### config.mk
export PLATFORM = sky130hd
export DESIGN_NAME = seq_mult_param
export DESIGN_NICKNAME = d
export VERILOG_FILES = /design/src/rtl/seq_mult_param_pkg.sv /design/src/rtl/seq_mult_param_twos_abs.sv /design/src/rtl/seq_mult_param.sv
export SDC_FILE = /design/constraint.sdc
export NUM_CORES = 1
export LEC_CHECK = 0
export ABC_AREA = 1
export CELL_PAD_IN_SITES_DETAIL_PLACEMENT = 1
export CELL_PAD_IN_SITES_GLOBAL_PLACEMENT = 1
export CORE_AREA = 4 4 94 96
export CTS_BUF_LIST = sky130_fd_sc_hd__clkbuf_8
export DETAILED_ROUTE_END_ITERATION = 10
export DIE_AREA = 0 0 98 100
export GPL_ROUTABILITY_DRIVEN = 0
export PLACE_DENSITY = 0.89
export SLEW_MARGIN = 20
export SYNTH_ARGS = -nofsm -noshare
export SYNTH_HDL_FRONTEND = slang
export SYNTH_SLANG_ARGS = --single-unit
### constraint.sdc
create_clock -name clk -period 1.8 [get_ports clk]
set_input_delay 0.18 -clock clk [delete_from_list [all_inputs] [get_ports clk]]
set_output_delay 0.18 -clock clk [all_outputs]
set_load 0.05 [all_outputs]
### src/rtl/seq_mult_param_pkg.sv
// seq_mult_param_pkg: shared state encoding and sizing helper for the shift-add multiplier
package seq_mult_param_pkg;

    localparam logic [1:0] ST_IDLE = 2'd0;
    localparam logic [1:0] ST_CALC = 2'd1;
    localparam logic [1:0] ST_SIGN = 2'd2;
    localparam logic [1:0] ST_DONE = 2'd3;

    // Bits needed to count 0..value-1; never less than one so the counter always exists
    function automatic int clog2(input int value);
        int r;
        r = 0;
        while ((1 << r) < value) r++;
        return (r < 1) ? 1 : r;
    endfunction

endpackage

### src/rtl/seq_mult_param_twos_abs.sv
// twos_abs: magnitude and sign of an operand, treating it as two's complement only when enabled
module twos_abs
    import seq_mult_param_pkg::*;
#(
    parameter int WIDTH = 8
) (
    input  logic [WIDTH-1:0] value,
    input  logic             enable,
    output logic [WIDTH-1:0] magnitude,
    output logic             sign
);

    // The most negative value negates to itself, which read unsigned is exactly its magnitude
    assign sign      = enable & value[WIDTH-1];
    assign magnitude = sign ? (~value + 1'b1) : value;

endmodule

### src/rtl/seq_mult_param.sv
// seq_mult_param: fixed-latency signed/unsigned shift-add multiplier with busy and done pulse
module seq_mult_param
    import seq_mult_param_pkg::*;
#(
    parameter int WIDTH = 8
) (
    input  logic                 clk,
    input  logic                 rst_n,
    input  logic                 start_sig,
    input  logic                 signed_mode,
    input  logic [WIDTH-1:0]     multiplicand,
    input  logic [WIDTH-1:0]     multiplier,
    output logic                 busy,
    output logic                 done_sig,
    output logic [2*WIDTH-1:0]   product
);

    localparam int CW = clog2(WIDTH);

    logic [1:0]           state;
    logic [2*WIDTH-1:0]   acc;
    logic [WIDTH-1:0]     mcand_mag;
    logic                 neg;
    logic [CW-1:0]        count;
    logic [WIDTH-1:0]     mag_a;
    logic [WIDTH-1:0]     mag_b;
    logic                 sign_a;
    logic                 sign_b;
    logic [WIDTH:0]       sum;
    logic                 accept;

    twos_abs #(.WIDTH(WIDTH)) u_abs_a (
        .value     (multiplicand),
        .enable    (signed_mode),
        .magnitude (mag_a),
        .sign      (sign_a)
    );

    twos_abs #(.WIDTH(WIDTH)) u_abs_b (
        .value     (multiplier),
        .enable    (signed_mode),
        .magnitude (mag_b),
        .sign      (sign_b)
    );

    // Upper half plus the conditionally added multiplicand; the carry is kept and shifted in
    assign sum    = {1'b0, acc[2*WIDTH-1:WIDTH]} + (acc[0] ? {1'b0, mcand_mag} : '0);
    // A start in the done cycle is taken so held requests run back to back
    assign accept = start_sig && (state == ST_IDLE || state == ST_DONE);

    // Control FSM and datapath: load, WIDTH shift-add steps, sign fix-up, done pulse
    always_ff @(posedge clk or negedge rst_n) begin
        if (!rst_n) begin
            state     <= ST_IDLE;
            busy      <= 1'b0;
            done_sig  <= 1'b0;
            product   <= '0;
            acc       <= '0;
            mcand_mag <= '0;
            neg       <= 1'b0;
            count     <= '0;
        end else begin
            case (state)
                ST_IDLE, ST_DONE: begin
                    done_sig <= 1'b0;
                    if (accept) begin
                        state     <= ST_CALC;
                        busy      <= 1'b1;
                        acc       <= {{WIDTH{1'b0}}, mag_b};
                        mcand_mag <= mag_a;
                        neg       <= sign_a ^ sign_b;
                        count     <= '0;
                    end else begin
                        state <= ST_IDLE;
                        busy  <= 1'b0;
                    end
                end
                ST_CALC: begin
                    acc   <= {sum, acc[WIDTH-1:1]};
                    count <= count + 1'b1;
                    if (count == CW'(WIDTH - 1)) state <= ST_SIGN;
                end
                ST_SIGN: begin
                    product  <= neg ? (~acc + 1'b1) : acc;
                    done_sig <= 1'b1;
                    state    <= ST_DONE;
                end
            endcase
        end
    end

endmodule

==> run summary <==
The flow ran to the end, and the final reports show no timing, DRC or antenna violations. CTS built an H-tree with a depth of 2. Counting flops with a built-in enable in the synthesized netlist gives 0. The class of the most critical hold timing path is in2async.

The tools report the portion of the post-synthesis area used by sequential elements as 0.3993. At the end of the flow, the number of nets in the layout was 509. The die is 98 um wide.

The run gives 129 as the detailed router's first-iteration violation count. For the pin with the worst max-slew slack, the measured transition is 0.5050 ns. In this run, CTS created clock tree buffers numbering 5. The number of input and output port buffers inserted was 37; the final count of negative-setup-slack endpoints was 0.

The die footprint is 9800 sq um, and the clock latency of the later-clocked register in the worst-skew pair is 0.32 ns. After synthesis, the cell types taking the most area are sky130_fd_sc_hd__dfrtp_1 (40%), sky130_fd_sc_hd__nand2_1 (18%), sky130_fd_sc_hd__ha_1 (6.7%), sky130_fd_sc_hd__inv_1 (6.6%), sky130_fd_sc_hd__nand3_1 (6.3%). Initial antenna violation count: 0.

For this design the total switching power over the nets is 3663 uW. The logs give 0.1872 for the global routing usage summed across all routing layers and 0 for the count of inserted antenna diode cells. The die height was 100 um; the netlist area before placement was 3008 sq um. Critical setup path kind: reg2reg. The total area inside the core boundary comes to 8051 sq um. The portion of total power attributed to the clock network came out at 0.120. The detail route stage leaves a number of antenna-violating nets equal to 0. 38 I/O pins were placed. The worst slew margin relative to its limit was 0.6623; the worst-case clock skew was 0.01100 ns. The minimum period implied by the final worst setup slack is 1.779 ns, and the final cell area excluding filler cells is 3836 sq um. The sequential share of power is 0.276. The root buffer cell chosen for the clock tree is sky130_fd_sc_hd__clkbuf_8.

The critical path capture point type is a flip-flop. STA classifies the critical path startpoint as a flip-flop. The maximum clock frequency was 562.1 MHz; the area added between synthesis and finish was 27.54%.

The count of final max-slew check failures was 0; the clock net sink count was 48. In this run the power density over the cells is 1877 nW/um^2. The final clock period utilization by the worst path works out to 0.9883.

Setup repair after global routing could not meet its margin everywhere. The switching share of power is 0.5089. The wire-length estimate of the detail-placed layout is 6.576 mm. The commonest cells after synthesis are sky130_fd_sc_hd__nand2_1 (141), sky130_fd_sc_hd__inv_1 (53), sky130_fd_sc_hd__dfrtp_1 (48), sky130_fd_sc_hd__nand3_1 (38). The run gives 0.604 as the proportion of power drawn by combinational gates. Cell taking the most area after synthesis: sky130_fd_sc_hd__dfrtp_1.

Counting flops and latches in the post-synthesis netlist gives 48. Cell with the most instances after synthesis: sky130_fd_sc_hd__nand2_1. The first global-routing pass estimated 15.04 mm of wire.

Area share of the largest cell type after synthesis: 0.3993. The run gives 459 as the net count of the mapped netlist. Clock-pin slew was measured on the worst setup and hold paths at 0.09 ns.

After global routing the overflow that remains totals 0. For this run, the leading register cell type out of synthesis is sky130_fd_sc_hd__dfrtp_1. Dividing the detail-routed wire length by the instance count gives 15.99 um.

Total area of sequential cells: 1201 sq um. The share of layout cells above drive strength 1 works out to 0.09725. TritonCTS built the clock tree. The worst-case IR drop observed on VDD is 918.7 uV.

After detailed routing, the number of vias per cell comes to 5.164. The tools report the deepest clock path buffer count as 2. The fraction of registers with async set or reset after synthesis works out to 1.000. Summed over all cells, the static leakage comes to 0.001941 uW. The residual DRC count was 0; the post-synthesis cell count was 422.

The mean area per synthesized cell works out to 7.128 sq um. For this block, the routed nets add up to 9.244 mm of wire. The total via count in the routed design was 2,985. At the worst endpoint, the required time is 2.05 ns. Max-cap violations in this run came to 0. The logs give 27 for the unique cell type count in the Yosys netlist and 567 for the post-placement cell count.

The biggest fanout along the worst timing path came out at 6. The Yosys step of the flow raised 0 warnings. Once placement finished, the instance area stood at 3548 sq um. Entering global routing, the biggest net connects 23 pins. The via count of the first global-routing pass is 3,139. The logs give 1,028 for the final-layout fill cell count and 33 for the placement row count. For the starting density of the core, the log shows 0.3736.

Total internal power: 3536 uW. The design draws 7199 uW. Data arrives at the worst endpoint at 2.03 ns.

Hold violation total from the final report: 0. The number of standard cells in the final layout excluding fillers was 578; the area taken by multi-input logic gates was 1674 sq um. First-pass detailed-route iteration total: 5.
-- metal layers --
metal	wire (um)	global-route usage	vias to the layer above
met2	4762	0.3361	70
met3	311	0.02780	27
met5	0	0	-
met4	244	0.06709	0
met1	3927	0.2284	1428
li1	-	-	1460
-- path summary, 6_finish.rpt --
| path | startpoint | end | slack [ns] | cells after the start |
|---|---|---|---|---|
| hold reg to reg | product[8]$_DFFE_PN0P_ | product[8]$_DFFE_PN0P_ | 0.49 | 2 |
| hold / removal | rst_n | product[4]$_DFFE_PN0P_ | 0.32 | 2 |
| setup / recovery | acc[0]$_DFFE_PN0P_ | acc[10]$_DFFE_PN0P_ | 0.02 | 9 |
| min in group clk | multiplicand[7] | mcand_mag[7]$_DFFE_PN0P_ | 0.47 | 3 |
| setup reg to reg | acc[0]$_DFFE_PN0P_ | acc[10]$_DFFE_PN0P_ | 0.02 | 9 |
| max in group asynchronous | rst_n | acc[7]$_DFFE_PN0P_ | 0.88 | 3 |
-- power by group through the flow --
stage	registers [uW]	clock network, uW	logic, uW
6_report	1990	866	4350
2_1_floorplan	2560	0	2170
3_5_place_dp	1980	0	4000
3_3_place_gp	1920	0	3840
4_1_cts	1960	875	4100
5_1_grt	2060	914	4800
-- final cells by class --
type / instances / share of cell area
well taps: 105 / 0.03425
clock inverters: 2 / 0.01011
inverters: 56 / 0.05740
clock buffers: 6 / 0.02153
multi-input cells: 308 / 0.4364
repair buffers: 53 / 0.1272
flip-flops and latches: 48 / 0.3131
-- stage by stage --
| step | setup WS (ns) | hold WS (ns) | TNS (ns) | utilization |
|---|---|---|---|---|
| finish | 0.02108 | 0.3171 | 0 | 0.4765 |
| CTS | 0.02793 | 0.3279 | 0 | 0.4609 |
| global placement | 0.1005 | 0.1373 | 0 | 0.4407 |
| global route | -0.05463 | 0.3497 | -0.1543 | 0.4765 |
| floorplan | 0.07514 | -0.1156 | 0 | - |
| detailed placement | -0.008372 | 0.1432 | -0.008372 | 0.4407 |
-- registers in the layout (all words and copies together) (netlist names) --
name       count
done_sig       1
mcand_mag      8
neg            1
busy           1
acc           16
count          3
state          2
product       16
-- kinds of logic after synthesis --
family,Yosys count,synth area share
AOI/OAI and AO/OA,69,0.1248
xor gates and xnor gates,7,0.02038
adders and majority gates,17,0.07321
buffers and inverters,66,0.08943
DFF,48,0.3993
and+or+nand+nor,215,0.2928
-- worst max-delay path: stages, from the launching register on --
cell,delay [ns]
sky130_fd_sc_hd__dfrtp_1,0.42
sky130_fd_sc_hd__buf_4,0.17
sky130_fd_sc_hd__nand2_1,0.05
sky130_fd_sc_hd__inv_1,0.07
sky130_fd_sc_hd__ha_4,0.28
sky130_fd_sc_hd__a21oi_2,0.17
sky130_fd_sc_hd__nand2_2,0.14
sky130_fd_sc_hd__a21oi_1,0.21
sky130_fd_sc_hd__o21ai_1,0.11
sky130_fd_sc_hd__o21ai_1,0.09
-- cells in the final DEF (no fill, tap or decap), types with 2 or more instances in the layout --
cell | synthesis | routed
sky130_fd_sc_hd__nand3_1 | 38 | 35
sky130_fd_sc_hd__ha_4 | 0 | 6
sky130_fd_sc_hd__nand3_4 | 0 | 2
sky130_fd_sc_hd__clkdlybuf4s50_1 | 0 | 36
sky130_fd_sc_hd__buf_4 | 0 | 15
sky130_fd_sc_hd__inv_1 | 53 | 53
sky130_fd_sc_hd__a22oi_1 | 3 | 3
sky130_fd_sc_hd__o21ai_0 | 29 | 29
sky130_fd_sc_hd__o21ai_1 | 8 | 8
sky130_fd_sc_hd__xor2_1 | 6 | 6
sky130_fd_sc_hd__dfrtp_1 | 48 | 48
sky130_fd_sc_hd__clkinv_4 | 1 | 2
sky130_fd_sc_hd__clkbuf_8 | 0 | 6
sky130_fd_sc_hd__nand2_1 | 141 | 138
sky130_fd_sc_hd__a21oi_1 | 21 | 20
sky130_fd_sc_hd__nand4_1 | 5 | 5
sky130_fd_sc_hd__a22o_1 | 2 | 2
sky130_fd_sc_hd__nand2_2 | 0 | 3
sky130_fd_sc_hd__o211ai_1 | 3 | 3
sky130_fd_sc_hd__nand3_2 | 1 | 2
sky130_fd_sc_hd__ha_1 | 16 | 10
sky130_fd_sc_hd__nor2_1 | 29 | 27
-- what timing repair did --
action	CTS	global route
resized for setup	5	21
hold buffers	1	0
hold endpoints to repair	16	0
buffers inserted	2	0
pin swaps	2	5
endpoints found under the setup margin	6	21
(Power assumes the default switching activity.)
